## src/rtl/press_req_if.sv

```systemverilog
// Request handshake between the button conditioner and the LFU counter stage.
interface press_req_if;
  logic       req_valid;
  logic [2:0] req_idx;
  logic       req_ready;

  modport master (output req_valid, output req_idx, input req_ready);
  modport slave  (input req_valid, input req_idx, output req_ready);
endinterface

```

## src/rtl/press_conditioner.sv

```systemverilog
// Synchronises and debounces five push buttons. Each clean press becomes a pending
// request, and pending requests are handed out one at a time over a valid/ready handshake.
module press_conditioner #(
  parameter int SYNC_STAGES     = 2,
  parameter int DEBOUNCE_CYCLES = 2000000
) (
  input  logic               clk,
  input  logic               rst,
  input  logic               b1,
  input  logic               b2,
  input  logic               b3,
  input  logic               b4,
  input  logic               b5,
  press_req_if.master        req,
  output logic [4:0]         pressed,
  output logic               overrun
);

  localparam int CW = $clog2(DEBOUNCE_CYCLES + 1);
  localparam logic [CW-1:0] CNT_LAST = CW'(DEBOUNCE_CYCLES - 1);

  typedef enum logic {IDLE = 1'b0, OFFER = 1'b1} state_t;

  // Lowest set bit wins, so simultaneous presses are served in ascending channel order.
  function automatic logic [2:0] lowest_idx(input logic [4:0] v);
    logic [2:0] r;
    r = 3'd0;
    for (int i = 4; i >= 0; i--) begin
      if (v[i]) r = 3'(i);
      else      r = r;
    end
    return r;
  endfunction

  logic [4:0]    raw;
  logic [4:0]    sync_q [SYNC_STAGES];
  logic [4:0]    sync;
  logic [4:0]    stable;
  logic [4:0]    stable_nxt;
  logic [CW-1:0] cnt     [5];
  logic [CW-1:0] cnt_nxt [5];
  logic [4:0]    rise;
  logic [4:0]    pending;
  logic [4:0]    pending_nxt;
  logic [4:0]    clear;
  logic          overrun_nxt;
  state_t        state;
  state_t        state_nxt;
  logic          offer_valid;
  logic          offer_valid_nxt;
  logic [2:0]    offer_idx;
  logic [2:0]    offer_idx_nxt;

  assign raw           = {b5, b4, b3, b2, b1};
  assign sync          = sync_q[SYNC_STAGES-1];
  assign pressed       = stable;
  assign req.req_valid = offer_valid;
  assign req.req_idx   = offer_idx;

  // Synchroniser chains: raw buttons are only used after SYNC_STAGES flops.
  always_ff @(posedge clk) begin
    if (rst) begin
      for (int s = 0; s < SYNC_STAGES; s++) sync_q[s] <= 5'b0;
    end else begin
      sync_q[0] <= raw;
      for (int s = 1; s < SYNC_STAGES; s++) sync_q[s] <= sync_q[s-1];
    end
  end

  // Debounce decision per channel: accept a new level only after it persists long enough.
  always_comb begin
    stable_nxt = stable;
    for (int i = 0; i < 5; i++) begin
      cnt_nxt[i] = cnt[i];
      if (sync[i] == stable[i]) begin
        cnt_nxt[i] = {CW{1'b0}};
      end else if (cnt[i] == CNT_LAST) begin
        stable_nxt[i] = sync[i];
        cnt_nxt[i]    = {CW{1'b0}};
      end else begin
        cnt_nxt[i] = cnt[i] + CW'(1);
      end
    end
    rise = stable_nxt & ~stable;
  end

  // FSM next state and offer outputs; IDLE pulls the lowest pending request.
  always_comb begin
    state_nxt       = state;
    offer_valid_nxt = offer_valid;
    offer_idx_nxt   = offer_idx;
    clear           = 5'b0;
    case (state)
      IDLE: begin
        offer_valid_nxt = 1'b0;
        if (pending != 5'b0) begin
          offer_idx_nxt   = lowest_idx(pending);
          clear           = 5'b00001 << offer_idx_nxt;
          offer_valid_nxt = 1'b1;
          state_nxt       = OFFER;
        end else begin
          state_nxt = IDLE;
        end
      end
      OFFER: begin
        offer_valid_nxt = 1'b1;
        if (req.req_ready) begin
          offer_valid_nxt = 1'b0;
          state_nxt       = IDLE;
        end else begin
          state_nxt = OFFER;
        end
      end
      default: begin
        offer_valid_nxt = 1'b0;
        state_nxt       = IDLE;
      end
    endcase
    // A new press beats a same-edge clear; a press onto a still-pending bit is merged.
    pending_nxt = (pending & ~clear) | rise;
    overrun_nxt = |(rise & pending & ~clear);
  end

  // State, debounce, pending and output registers.
  always_ff @(posedge clk) begin
    if (rst) begin
      stable      <= 5'b0;
      for (int i = 0; i < 5; i++) cnt[i] <= {CW{1'b0}};
      pending     <= 5'b0;
      state       <= IDLE;
      offer_valid <= 1'b0;
      offer_idx   <= 3'd0;
      overrun     <= 1'b0;
    end else begin
      stable      <= stable_nxt;
      for (int i = 0; i < 5; i++) cnt[i] <= cnt_nxt[i];
      pending     <= pending_nxt;
      state       <= state_nxt;
      offer_valid <= offer_valid_nxt;
      offer_idx   <= offer_idx_nxt;
      overrun     <= overrun_nxt;
    end
  end

endmodule

```

## src/flat_wrapper.sv

```systemverilog
// flat-port wrapper written by rule: the top's interface ports become plain ports
module press_conditioner_flat 
#(
  parameter int SYNC_STAGES     = 2,
  parameter int DEBOUNCE_CYCLES = 2000000
)
  (clk, rst, b1, b2, b3, b4, b5, pressed, overrun, req_req_valid, req_req_idx, req_req_ready);
  press_req_if req_i ();
  input  logic clk;
  input  logic rst;
  input  logic b1;
  input  logic b2;
  input  logic b3;
  input  logic b4;
  input  logic b5;
  output logic [4:0] pressed;
  output logic overrun;
  output wire logic [$bits(req_i.req_valid)-1:0] req_req_valid;
  output wire logic [$bits(req_i.req_idx)-1:0] req_req_idx;
  input wire logic [$bits(req_i.req_ready)-1:0] req_req_ready;
  assign req_req_valid = req_i.req_valid;
  assign req_req_idx = req_i.req_idx;
  assign req_i.req_ready = req_req_ready;
  press_conditioner #(.SYNC_STAGES(SYNC_STAGES), .DEBOUNCE_CYCLES(DEBOUNCE_CYCLES)) u_core (.clk(clk), .rst(rst), .b1(b1), .b2(b2), .b3(b3), .b4(b4), .b5(b5), .req(req_i), .pressed(pressed), .overrun(overrun));
endmodule
```

## config.mk

```make
export PLATFORM = sky130hd
export DESIGN_NAME = press_conditioner_flat
export DESIGN_NICKNAME = d
export VERILOG_FILES = /design/src/rtl/press_req_if.sv /design/src/rtl/press_conditioner.sv /design/src/flat_wrapper.sv
export SDC_FILE = /design/constraint.sdc
export NUM_CORES = 1
export LEC_CHECK = 0
export CAP_MARGIN = 20
export CORE_ASPECT_RATIO = 1.75
export CORE_MARGIN = 5
export CORE_UTILIZATION = 61
export CTS_CLUSTER_DIAMETER = 30
export CTS_CLUSTER_SIZE = 40
export DETAILED_ROUTE_END_ITERATION = 6
export GPL_TIMING_DRIVEN = 0
export PLACE_DENSITY = 0.9
export SLEW_MARGIN = 0
export SYNTH_ARGS = -nofsm -noshare
export SYNTH_HDL_FRONTEND = slang
export SYNTH_SLANG_ARGS = --single-unit
```

## constraint.sdc

```tcl
create_clock -name clk -period 2.8 [get_ports clk]
set_input_delay 0.28 -clock clk [delete_from_list [all_inputs] [get_ports clk]]
set_output_delay 0.28 -clock clk [all_outputs]
set_load 0.005 [all_outputs]
```

==> Word level (Yosys, flattened, before mapping) <==
Memories as Yosys holds them, arrays and structs flattened.
Index checks and enable logic that the tools add are counted.
Widths: inputs -> output; s select.
{ "op_classes": {"muxes": 42, "bitwise_logic": 15, "eq_ne": 10, "n_addsub": 5, "n_reduce_logical": 3, "n_shift": 1} }
{ "op_table": {"columns": ["cell", "count"], "rows": [
  ["$mux 21", 15],
  ["$add 21x1->21 const B", 5],
  ["$eq 21x21->1 const B", 5],
  ["$mux 3", 7],
  ["$and 5x5->5", 4],
  ["$mux 5", 4],
  ["$mux 1", 15],
  ["$not 5->5", 2],
  ["$or 1x1->1", 7],
  ["$eq 1x1->1", 5],
  ["$or 5x5->5", 1],
  ["$reduce_bool 5->1", 1],
  ["$reduce_or 5->1", 1],
  ["$shl 1x3->5 const A", 1],
  ["$pmux 1 s2", 1],
  ["$reduce_and 2->1", 1],
  ["$not 1->1", 1]
]} }
{ "totals": {"register_bits": 15, "input_bits": 8, "out_inout_bits": 10, "n_memories": 2, "mem_bits_rw": 115} }
{ "mem_list": {"columns": ["memory", "words", "word_bits", "rd", "rd_ports_with_merged_regs", "wr", "line_no", "source"], "rows": [
  ["u_core.cnt", 5, 21, 5, 0, 5, "press_conditioner.sv:40", "logic [CW-1:0] cnt [5];"],
  ["u_core.sync_q", 2, 5, 2, 0, 2, "press_conditioner.sv:36", "logic [4:0] sync_q [SYNC_STAGES];"]
]} }

==> Logic depth before layout (Yosys ltp) <==
Gate-level depths: netlist of the first run.
{ "depth": {"depth_word": 13, "mapped_depth": 8} }

==> Worst setup path after synthesis of the first run <==
OpenSTA, ideal clock, no wires.
{ "synth_timing": {"path_kind": "register to register", "start": "memory u_core.cnt[0][58] in the netlist's numbering", "end": "memory u_core.cnt[0][51] in the netlist's numbering", "setup_slack_ns": 0.832, "path_stages_with_launch": 7, "arrival_time_ns": 1.853, "setup_time_ns": 0.115, "path_buffers": 1, "t_required_ns": 2.685, "path_cell_list": "dfxtp_1 or4b_1 or4_4 nor3_4 or3_4 buf_6 nor2_1"} }
{ "synth_lines": {"columns": ["element", "line_no"], "rows": [
  ["start, declared", "press_conditioner.sv:40"]
]} }

==> summary.md, run 1 <==
| Metric | Value |
|---|---|
| Status | `complete, no violations` |
| Slew margin rel. | `0.529` |
| Worst setup margin | `0.549 ns` |
| FP Rows | `46` |
| Post-synth EDFFs | `0` |
| Total grt overflow | `0` |
| Clock sinks | `130` |
| Synth cell types | `41` |
| Synth Cell Area | `5550 sq um` |
| Final Cycle Share | `0.804` |
| LEAKAGE | `2.02 nW` |
| Starting DRT DRC Count | `about 270` |
| Max FO, Critical Path | `10` |
| HPWL Detailed | `7430 microns` |
| Setup crit end kind | `flop` |
| # placed instances | `770` |
| Initial antenna violation count | `0` |
| Setup CP Type | `flop to flop` |
| Hold_buf cts | `0` |
| Final hold viol count | `0` |
| Post-synthesis sequential area ratio | `0.469` |
| Place WS | `0.622 ns` |
| Initial core utilization | `0.618` |
| Fmax | `444 MHz` |
| Synthesized instance count | `633` |
| Max Cap Viol | `0` |
| PwrDens | `around 650 nW/um^2` |
| IO Pins | `18` |
| Vias | `between 4000 and 5000` |
| Die width | `82.1 microns` |
| Fin nets | `682` |
| Area grow syn2layout | `17.0%` |
| Clock transition at path regs | `0.05 ns` |
| YS warnings | `0` |
| Setup_tns | `0 ns` |
| Worst VDD drop | `0.500 mV` |
| Max Slew Vio Count | `0` |
| Port bufs | `17` |
| WHS | `0.415 ns` |
| Synthesized flop and latch total | `130` |
| Pin count of the biggest net entering global routing | `17` |
| Inserted Clock Buffers | `17` |
| Minimum clock period after layout | `2.25 ns` |
| Post-detailed-route DRC marker count | `0` |
| ANT cells | `0` |
| Vias in the first global route | `4438` |
| Arr. time, crit path | `2.56 ns` |
| Average wire per standard cell | `about 14 microns` |
| CTS resizes | `0` |
| Root Driver | `clkbuf_16` |
| Die Y | `136 microns` |
| RSZ-0062 raised after global routing | `no` |
| Clock Path Buffers | `2` |
| FFs w/ async S/R, synth | `0` |
| First-pass GRT wire length | `19800 microns` |
| Final RePlAce weighted congestion | `0.879` |
| Core area | `8980 sq um` |
| Top FF cell, synth | `dfxtp_1` |
| Antenna Violating Nets Remaining | `0` |
| Mean Syn Cell Area | `8.77 sq um` |
| H-tree depth | `4` |
| Finished Layout Cells | `802` |
| Net Count, Synth | `646` |
| Post-CTS setup buffer count | `0` |
| DIE AREA | `between 10000 and 15000 sq um` |
| TritonCTS clock tree | `done` |
| 1st-pass router iterations | `5` |
| Routed vias/inst | `5.56` |
| Worst-margin pin slew | `0.701 ns` |
| Hold Path Class | `input port to flop` |
| Fraction of layout cells with a size suffix above 1 | `0.0601` |
| Final Util | `0.723` |
| Worst-Skew Late Latency | `0.42 ns` |
| Final Setup Violations | `0` |
| Crit start category | `flop` |
| Gr usage total | `0.226` |
| Routed wire length | `11400 microns` |
| Worst EP required | `3.11 ns` |
| Clock skew | `0.00710 ns` |
-- kinds of logic (layout without fill, tap and decap cells) --
kind of cell               Yosys count  after routing  share of synthesized area
AOI/OAI and AO/OA                   24             24                     0.0232
xor gates and xnor gates           100            100                      0.158
adders and majority gates            5              5                     0.0113
buffers and inverters               35             84                     0.0282
DFF                                130            130                      0.469
muxes                                3              3                    0.00541
and+or+nand+nor                    336            336                      0.305
-- metal layers --
layer  track usage  vias to the layer above  routed length [microns]
met5             0                        -                        0
met4        0.0952                        0                      220
met3        0.0517                       24                      440
met2         0.418                      100                     6250
met1         0.237                     2121                     4480
li1              -                     2211                        -
-- state kept, by name, summed over array words and instances (netlist names) --
signal	flops
u_core.pending	5
u_core.state	1
u_core.pressed	5
u_core.req.req_idx	3
u_core.cnt	105
u_core.overrun	1
u_core.sync_q	10
-- critical path, stage by stage, from the launching register on --
cell and delay (ns):
dfxtp_1 0.39, nand3_1 0.11, or4b_2 0.67, nor3_1 0.48, or3_1 0.23, buf_4 0.19, nor2_1 0.07
-- per-stage QoR --
step | cell area, sq um | total power, mW
global placement | 5870 | 1.95
finish | 6490 | 4.25
floorplan | 5550 | 1.93
global route | 6490 | 4.34
CTS | 6490 | 4.26
detailed placement | 5870 | 1.95
-- worst paths after layout --
path | startpoint | end | slack (ns) | depth (start not counted)
hold / removal | b1 | u_core.sync_q[0][0] | 0.41 | 2
setup / recovery | u_core.cnt[0][80] | u_core.cnt[0][75] | 0.55 | 6
setup reg to reg | u_core.cnt[0][80] | u_core.cnt[0][75] | 0.55 | 6
hold reg to reg | u_core.cnt[0][21] | u_core.cnt[0][21] | 0.44 | 1
-- cells in the mapped netlist, drive strengths merged (2+ instances only) --
library cell	count	area share
nor2	134	0.091
dfxtp	130	0.47
xnor2	62	0.098
nand3	39	0.035
xor2	38	0.060
nand2	33	0.022
nor3	22	0.022
inv	21	0.014
nand4	18	0.020
nor4	17	0.019
a21oi	15	0.014
and3	15	0.017
nor2b	14	0.016
or3	11	0.013
clkbuf	8	0.0054
buf	6	0.0086
o21ai	6	0.0054
and4	5	0.0079
ha	5	0.011
nand2b	5	0.0056
or4b	5	0.0090
nor4b	4	0.0063
mux2i	3	0.0054
or4	3	0.0047
and2	2	0.0023
nor4bb	2	0.0036
or2	2	0.0023
-- report_power, final --
part,internal (mW),switching [mW]
Combinational,0.0218,0.0266
Clock,1.53,0.797
Sequential,1.86,0.00576
-- cell usage in the layout (no fill, tap or decap), types with 5 or more instances in the layout --
cell type / Yosys / routed
a21oi_1: 15 / 15
and3_1: 15 / 15
and4_1: 5 / 5
clkbuf_1: 8 / 12
clkbuf_16: 0 / 17
clkdlybuf4s50_1: 0 / 17
dfxtp_1: 130 / 130
ha_1: 5 / 5
inv_1: 21 / 21
nand2_1: 33 / 33
nand2b_1: 5 / 5
nand3_1: 39 / 39
nand4_1: 18 / 18
nor2_1: 134 / 134
nor2b_1: 14 / 14
nor3_1: 21 / 21
nor4_1: 17 / 17
o21ai_0: 6 / 6
or3_1: 10 / 10
xnor2_1: 62 / 62
xor2_1: 38 / 38
-- layout make-up --
type	instances	area [sq um]
sequential	130	2600
timing repair buffer	17	170
clock inverter	9	154
tap	120	150
multi-input combinational	468	2790
fill	637	2490
clock buffer	23	468
inverter	21	78.8
buffer	14	77.6
Power figures use the tool's default switching activity.
==> inputs of run 2 (changes only) <==
Clock period 2.8 ns to 2.35 ns, I/O delays scaled along.
==> run 2 against run 1 <==
  * Count of clock-buffer cells in the layout unchanged
  * Register-to-register slack worse by 0.38 ns
  * First-iteration DRC count down 4.7%
  * Final cell count down 0.12%
  * Global-route usage unchanged
  * Non-clock buffer count down 1
  * Largest cell class unchanged
  * Clock power up 19%
  * Via count down 0.36%
==> summary.md, run 2 (synthesis results as in run 1) <==
| Metric | Value |
|---|---|
| Clock sinks | `130 (unchanged)` |
| IO Pins | `18 (unchanged)` |
| Initial antenna violation count | `0 (unchanged)` |
| R2r setup slk | `0.17 ns (was 0.55 ns)` |
| R2R depth | `6 (unchanged)` |
| Arr. time, crit path | `2.48 ns (was 2.56 ns)` |
| GR Layer Usage met1 | `0.237 (unchanged)` |
| DIE AREA | `11200 sq um (unchanged)` |
| Dpl cell area | `5870 sq um (unchanged)` |
| Finished Layout Cells | `801 (was 802)` |
| Buf+Inv Stages, Crit Path | `1 (unchanged)` |
| ANT cells | `0 (unchanged)` |
| First-pass GRT wire length | `19800 microns (unchanged)` |
| Worst-Skew Late Latency | `0.41 ns (was 0.42 ns)` |
| Clock skew | `0.00514 ns (was 0.00710 ns)` |
| Most frequent cells in the layout | `nor2_1, dfxtp_1, xnor2_1 (unchanged)` |
| Minimum clock period after layout | `2.18 ns (was 2.25 ns)` |
| Share of power burned in registers | `0.440 (was 0.439)` |
| Worst setup margin | `0.173 ns (was 0.549 ns)` |
| Worst VDD drop | `0.593 mV (was 0.500 mV)` |
| Final RePlAce weighted congestion | `0.879 (unchanged)` |
| Hold_buf cts | `0 (unchanged)` |
| Net Sw Frac | `0.195 (about the same)` |
| Area taken by multi-input logic gates | `2800 sq um (was 2790 sq um)` |
| Slowest stage delay, CP | `0.52 ns (was 0.67 ns)` |
| Worst-margin pin slew | `0.708 ns (was 0.701 ns)` |
| RR Endpoint | `u_core.cnt[0][100] (was u_core.cnt[0][75])` |
| Crit start category | `flop (unchanged)` |
| Post-CTS setup buffer count | `0 (unchanged)` |
| Pin count of the biggest net entering global routing | `17 (unchanged)` |
| Root Driver | `clkbuf_16 (unchanged)` |
| Fraction of layout cells with a size suffix above 1 | `0.0631 (was 0.0601)` |
| Switch Pwr | `0.984 mW (was 0.829 mW)` |
| Average wire per standard cell | `14.2 microns (about the same)` |
| Filler Cells Inserted | `633 (was 637)` |
| Die Y | `136 microns (unchanged)` |
| H-tree depth | `4 (unchanged)` |
| Post-route cell area | `6500 sq um (was 6490 sq um)` |
| Final hold viol count | `0 (unchanged)` |
| Vias in the first global route | `4438 (unchanged)` |
| Total grt overflow | `0 (unchanged)` |
| Clock share of power | `0.549 (about the same)` |
| Starting DRT DRC Count | `261 (was 274)` |
| CTS resizes | `0 (unchanged)` |
| Routed wire length | `11400 microns (about the same)` |
| Slew margin rel. | `0.525 (was 0.529)` |
| Most common cell on crit path | `nor2_1` |
| Combinational power share | `0.011 (about the same)` |
| Max Slew Vio Count | `0 (unchanged)` |
| Setup CP Type | `flop to flop (unchanged)` |
| Die width | `82.1 microns (unchanged)` |
| Clock transition at path regs | `0.05 ns (about the same)` |
| Hold_sp | `b1 (unchanged)` |
| Internal power | `4.07 mW (was 3.42 mW)` |
| Worst Hold Endpoint | `u_core.sync_q[0][0] (unchanged)` |
| FP Rows | `46 (unchanged)` |
| Fin nets | `681 (was 682)` |
| Gr busiest metal | `met2 (unchanged)` |
| Fmax | `459 MHz (was 444 MHz)` |
| Final Util | `0.724 (was 0.723)` |
| Met3 Track Usage GR | `0.0517 (unchanged)` |
| Top Registers | `u_core.cnt x105, u_core.sync_q x10 (unchanged)` |
| Max Cap Viol | `0 (unchanged)` |
| Final Setup Violations | `0 (unchanged)` |
| Worst EP required | `2.65 ns (was 3.11 ns)` |
| Crit-path leading delay family | `simple AND/OR/NAND/NOR gates (unchanged)` |
| Area grow syn2layout | `17.1% (was 17.0%)` |
| Instance count along the most critical hold path | `2 (unchanged)` |
| Port bufs | `17 (unchanged)` |
| Setup crit end kind | `flop (unchanged)` |
| Most common cell after layout, fill and taps aside | `nor2_1 (unchanged)` |
| Slowest stage cell, crit path | `or4b_1 (was or4b_2)` |
| Initial core utilization | `0.618 (unchanged)` |
| Grt met2 use | `0.418 (unchanged)` |
| CP Cell Sequence | `or4b_1 > or4_1 > nor2_1 > or3_1 > buf_2 > nor2_1 (was nand3_1 > or4b_2 > nor3_1 > or3_1 > buf_4 > nor2_1)` |
| Inserted Clock Buffers | `17 (unchanged)` |
| Place WS | `0.172 ns (was 0.622 ns)` |
| 1st-pass router iterations | `4 (was 5)` |
| Antenna Violating Nets Remaining | `0 (unchanged)` |
| LEAKAGE | `2.02 nW (about the same)` |
| Vias | `4440 (was 4456)` |
| TritonCTS clock tree | `done (unchanged)` |
| Core area | `8980 sq um (unchanged)` |
| Hold Path Class | `input port to flop (unchanged)` |
| Max FO, Critical Path | `10 (unchanged)` |
| Sequential cell area | `2600 sq um (unchanged)` |
| HPWL Detailed | `7430 microns (unchanged)` |
| Max reg flops | `105 (unchanged)` |
| # placed instances | `770 (unchanged)` |
| PwrDens | `778 nW/um^2 (was 654 nW/um^2)` |
| RSZ-0062 raised after global routing | `no (unchanged)` |
| Final Cycle Share | `0.926 (was 0.804)` |
| Post-detailed-route DRC marker count | `0 (unchanged)` |
| Tot Pwr | `5.05 mW (was 4.25 mW)` |
| Setup_tns | `0 ns (unchanged)` |
| Routed vias/inst | `5.54 (was 5.56)` |
| WHS | `0.371 ns (was 0.415 ns)` |
| Reg2reg start | `u_core.cnt[0][98] (was u_core.cnt[0][80])` |
| Largest reg by FF count | `u_core.cnt (unchanged)` |
| Status | `complete, no violations (unchanged)` |
| Clock Path Buffers | `2 (unchanged)` |
| Gr usage total | `0.226 (unchanged)` |
==> run 2: cell types whose count changed in the layout (fill, tap and decap cells not counted), sizes merged <==
cell	before	now
clkbuf	31	30
==> run 2: how the worst max path moves through the flow <==
stage	startpoint	to	slack (ns)	cells after the start
floorplan	u_core.cnt[0][58]	u_core.cnt[0][54]	0.38	6
global placement	u_core.cnt[0][84]	u_core.overrun	0.19	7
detailed placement	u_core.cnt[0][84]	u_core.overrun	0.17	7
CTS	u_core.cnt[0][80]	u_core.cnt[0][76]	0.10	6
global route	u_core.cnt[0][98]	u_core.cnt[0][102]	0.04	6
finish	u_core.cnt[0][98]	u_core.cnt[0][100]	0.17	6
==> run 2: power groups by stage <==
stage                     Sequential [mW]  Clock (mW)  Combinational, mW
after global placement               2.27           0             0.0555
after global routing                 2.22        2.89             0.0642
final                                2.22        2.77             0.0577
after floorplan                      2.27           0             0.0346
after CTS                            2.22        2.79             0.0584
after detailed placement             2.27           0             0.0571
==> run 2: area by class of cell <==
class / instances / area share
clock inverters: 9 / 0.0237
plain buffers: 13 / 0.0114
well taps: 120 / 0.0231
flip-flops and latches: 130 / 0.400
repair buffers: 17 / 0.0262
clock buffers: 23 / 0.0720
inverters: 21 / 0.0121
multi-input cells: 468 / 0.431
==> run 2: worst register-to-register path, stage by stage (launching register included) <==
cell,delay (ns)
dfxtp_1,0.34
or4b_1,0.52
or4_1,0.48
nor2_1,0.22
or3_1,0.18
buf_2,0.24
nor2_1,0.08
==> run 2: layer usage <==
layer / vias to the layer above / share of wire / routed length, microns
met5: - / 0 / 0
met4: 0 / 0.015 / 166
met3: 15 / 0.038 / 430
met2: 91 / 0.55 / 6310
met1: 2125 / 0.39 / 4500
li1: 2209 / - / -
==> RTL change 1, RTL diff (flow settings as in run 1) <==
`DEBOUNCE_CYCLES` is set to 2000000 in 2 places; all go to 4000000.
--- a/src/rtl/press_conditioner.sv
+++ b/src/rtl/press_conditioner.sv
@@ -4,3 +4,3 @@
   parameter int SYNC_STAGES     = 2,
-  parameter int DEBOUNCE_CYCLES = 2000000
+  parameter int DEBOUNCE_CYCLES = 4000000
 ) (
--- a/src/flat_wrapper.sv
+++ b/src/flat_wrapper.sv
@@ -4,3 +4,3 @@
   parameter int SYNC_STAGES     = 2,
-  parameter int DEBOUNCE_CYCLES = 2000000
+  parameter int DEBOUNCE_CYCLES = 4000000
 )
Behaviour: same outputs for any inputs over 10 cycles, from zero or initial values and one cycle with rst high; that may be too few to reach the edited logic, so the function may still have changed.
==> RTL change 1 against run 1 <==
  * Sequential cell count grew 5
  * Sequential share of layout area decreased by 1.8 points
  * Final area up 8.7%
  * Total power down 2.0%
  * Routed wire length increased by 22%
  * Critical path type unchanged
  * Final cell count rose by 9.7%
  * Area after synthesis is 11% higher
  * Critical endpoint is now u_core.cnt[0][71]
  * Worst setup slack got worse by 78 ps
==> RTL change 1: results <==
metrics = {
    "power": {
        "max-vdd-ir-drop_mv": 0.567,
        "p_leak_nw": 2.14,
    },
    "clock_tree": {
        "cts_hold_buf": 0,
        "insertion_delay_ps": 420,
        "cts_max_level": 4,
        "cts_resized": 0,
        "clockBufferDepth": 2,
        "cts_buffers": 17,
        "cts_root_buffer": "clkbuf_16",
        "post_cts_buffers": 0,
        "clk_pin_slew_worst_paths_ps": 50,
    },
    "placement": {
        "placed_area_mm2": 0.00648,
        "hpwlAfterDp_um": 9310,
        "port-buffer-count": 17,
        "pre_cts_ws_ps": 512,
        "gp_congestion": 0.890,
        "dpl.cell_count": 849,
    },
    "routing": {
        "wl_um": 13900,
        "firstDrtPassIters": 6,
        "drt_iter0_markers": 389,
        "avgRoutedWirePerCell_um": 15.8,
        "routed_via_density": 6.21,
    },
    "sta": {
        "relSlewSlack_pct": 61.2,
        "finClkSkew_ps": 7.29,
    },
    "global_routing": {
        "grt_use_met3_pct": 4.68,
        "first_global_vias": 5364,
        "antenna_found_initial": 0,
        "grt_pass1_wl_um": 23300,
        "grt_max_degree": 17,
        "use_met1_pct": 24.2,
        "track_usage_pct": 23.2,
        "use_met2_pct": 43.5,
    },
    "synthesis": {
        "syn_inst": 707,
        "synth_seq_area_share_pct": 43.9,
        "ys_warn_count": 0,
        "synth_common_cells": "135 x dfxtp_1, 69 x nor2_1, 57 x a21oi_1",
        "synth_nets": 720,
        "synthMostInstantiatedCell": "dfxtp_1",
        "synth-edff-count": 0,
        "ys_async_sr_fraction_pct": 0,
        "synthDistinctLibCells": 45,
        "netlist_top_cells_area": "dfxtp_1 44%, a21oi_1 4.6%, nor2_1 4.2%",
    },
    "setup_path": {
        "crit_arrival_ps": 2630,
        "critPathMaxFanout": 10,
        "max_stage_delay_ps": 590,
        "cpMaxStageDelayCell": "o21ai_1",
    },
    "worst_hold_path": {
        "hold_path.class": "primary input to flip-flop",
    },
    "finish": {
        "drive_gt1_share_pct": 6.23,
        "final_nets": 756,
        "reg.largest.list": "u_core.cnt x110, u_core.sync_q x10",
        "antenna_cells": 0,
    },
    "status": {
        "outcome": "complete, no violations",
    },
}
RTL change 1: final timing paths:
kind	to	slack (ps)	depth (start not counted)	startpoint
max	u_core.cnt[0][71]	470	7	u_core.cnt[0][66]
min	u_core.sync_q[0][1]	420	2	b2
min reg2reg	u_core.sync_q[0][6]	440	1	u_core.sync_q[0][1]
max reg2reg	u_core.cnt[0][71]	470	7	u_core.cnt[0][66]
RTL change 1: power breakdown:
part           total (W)  leakage (nW)  switching (W)  internal [W]
logic          0.0000490         0.765      0.0000282     0.0000209
registers        0.00194          1.09     0.00000527       0.00193
clock network    0.00218         0.287       0.000805       0.00137
RTL change 1: routing by layer:
metal  wire (µm)  part of all wire (%)  up-vias
li1            -                     -     2661
met3         573                   4.1       43
met1        5430                    39     2601
met2        7500                    54      162
met4         363                   2.6        0
met5           0                     0        -
RTL change 1: worst max-delay path, delay by kind of cell, from the launching register on:
kind	cells	cell delay, ps
simple gates	3	570
buf+inv	2	490
fa+ha+maj	1	210
flops	1	360
compound gates	1	590
RTL change 1: through the flow:
stage / hold WS [ps] / power, W
floorplan: 408 / 0.00201
global placement: 421 / 0.00202
detailed placement: 424 / 0.00203
CTS: 409 / 0.00417
global route: 420 / 0.00427
finish: 415 / 0.00416
RTL change 1: cell type report:
class	count	area, µm²
Clock inverter	8	97.6
Fill cell	729	2790
Tap cell	125	156
Multi-Input combinational cell	514	3220
Timing Repair Buffer	17	170
Sequential cell	135	2700
Inverter	26	97.6
Clock buffer	23	478
Buffer	32	136
RTL change 1: cell families after synthesis:
family	count (synthesis)	synth area share [%]
muxes	7	1.14
xor gates and xnor gates	52	7.40
adders and majority gates	5	1.02
AOI/OAI and AO/OA	134	13.6
DFF	135	43.9
and+or+nand+nor	316	29.2
buffers and inverters	58	3.80
==> RTL change 2, RTL diff (settings of run 1) <==
Made on the original files. Make the reset (`rst`) asynchronous in 2 clocked blocks.
--- a/src/rtl/press_conditioner.sv
+++ b/src/rtl/press_conditioner.sv
@@ -60,3 +60,3 @@
   // Synchroniser chains: raw buttons are only used after SYNC_STAGES flops.
-  always_ff @(posedge clk) begin
+  always_ff @(posedge clk or posedge rst) begin
     if (rst) begin
@@ -124,3 +124,3 @@
   // State, debounce, pending and output registers.
-  always_ff @(posedge clk) begin
+  always_ff @(posedge clk or posedge rst) begin
     if (rst) begin
Function: no difference found for any inputs over 10 cycles, from zero or initial values and one cycle with rst high; that may be too few to reach the edited logic, so the function may still have changed.
==> RTL change 2 against run 1 <==
  * Final area grew 12%
  * Highest routed layer unchanged
  * Worst setup slack gained 60 ps
  * Routed wire length grew 21%
  * Sequential cell count is the same
  * Critical endpoint is now u_core.cnt[92]
  * Area after synthesis grew 13%
  * Critical path depth is the same
  * Critical path type unchanged
  * Die area grew 12%
Power is not compared: it rests on default switching activity, and its combinational part moved more than twofold at a synthesized area within 25%.
==> RTL change 2: results <==
metrics = {
    "placement": {
        "gp_congestion": 0.859,
        "placed_area_mm2": 0.00667,
        "pre_cts_ws_ps": 632,
        "hpwlAfterDp_um": 9330,
        "dpl.cell_count": 775,
    },
    "global_routing": {
        "use_met1_pct": 27.1,
        "first_global_vias": 5243,
        "use_met2_pct": 42.9,
        "grt_use_met3_pct": 5.25,
        "grt_pass1_wl_um": 23800,
        "grt_max_degree": 46,
    },
    "finish": {
        "final_nets": 680,
        "drive_gt1_share_pct": 6.94,
        "nFillCells": 709,
    },
    "synthesis": {
        "synth-main-ff-cell": "dfrtp_1",
        "synth-compound-area-share_pct": 8.65,
        "netlist_top_cells_area": "dfrtp_1 52%, xor2_1 5.0%, nor2_1 4.4%",
        "synthDistinctLibCells": 47,
        "synthMuxAreaShare_pct": 1.38,
        "synth_seq_area_share_pct": 51.8,
        "synth_xor_area_share_pct": 8.23,
        "synth_nets": 641,
    },
    "setup_path": {
        "cpMaxStageDelayCell": "dfrtp_1",
        "max_stage_delay_ps": 390,
        "startpoint": "u_core.cnt[84]",
        "endpoint": "u_core.cnt[92]",
    },
    "routing": {
        "drt_iter0_markers": 316,
        "met2WireLength_um": 7540,
        "wl_met3_um": 687,
        "routed_via_density": 6.34,
        "met1_length_um": 5290,
        "vias": 5094,
        "avgRoutedWirePerCell_um": 17.1,
    },
    "worst_hold_path": {
        "min_path_cells": 1,
        "hold_end": "u_core.sync_q[9]",
        "min-delay-start": "b5",
    },
    "sta": {
        "fin_ws_ps": 609,
        "relSlewSlack_pct": 62.5,
        "finClkSkew_ps": 7.60,
        "hold_slack_ps": 308,
    },
    "power": {
        "p_seq_w": 0.00193,
    },
    "status": {
        "outcome": "complete, no violations",
    },
}
-- RTL change 2: layout make-up --
type / instances / area [µm²] / share of cell area, %
inverter: 18 / 71.3 / 0.983
tap: 127 / 159 / 2.19
clock buffer: 24 / 482 / 6.64
buffer: 14 / 60.1 / 0.828
multi-input combinational: 466 / 2900 / 39.9
sequential: 130 / 3250 / 44.9
clock inverter: 5 / 103 / 1.41
timing repair buffer: 20 / 230 / 3.17
-- RTL change 2: critical path: cells and delay by family (launching register included) --
| family | cells | cell delay [ps] |
|---|---|---|
| simple gates | 3 | 780 |
| compound gates | 1 | 370 |
| fa+ha+maj | 1 | 230 |
| flops | 1 | 390 |
| buf+inv | 1 | 300 |
-- RTL change 2: kinds of logic (layout without fill, tap and decap cells) --
logic type               count (synthesis)  count (layout)
AND/OR/NAND/NOR                        298             298
flip-flops                             130             130
AO/OA/AOI/OAI                           96              96
XOR/XNOR                                59              59
buffers and inverters                   32              81
multiplexers                             8               8
adder cells (fa/ha/maj)                  5               5
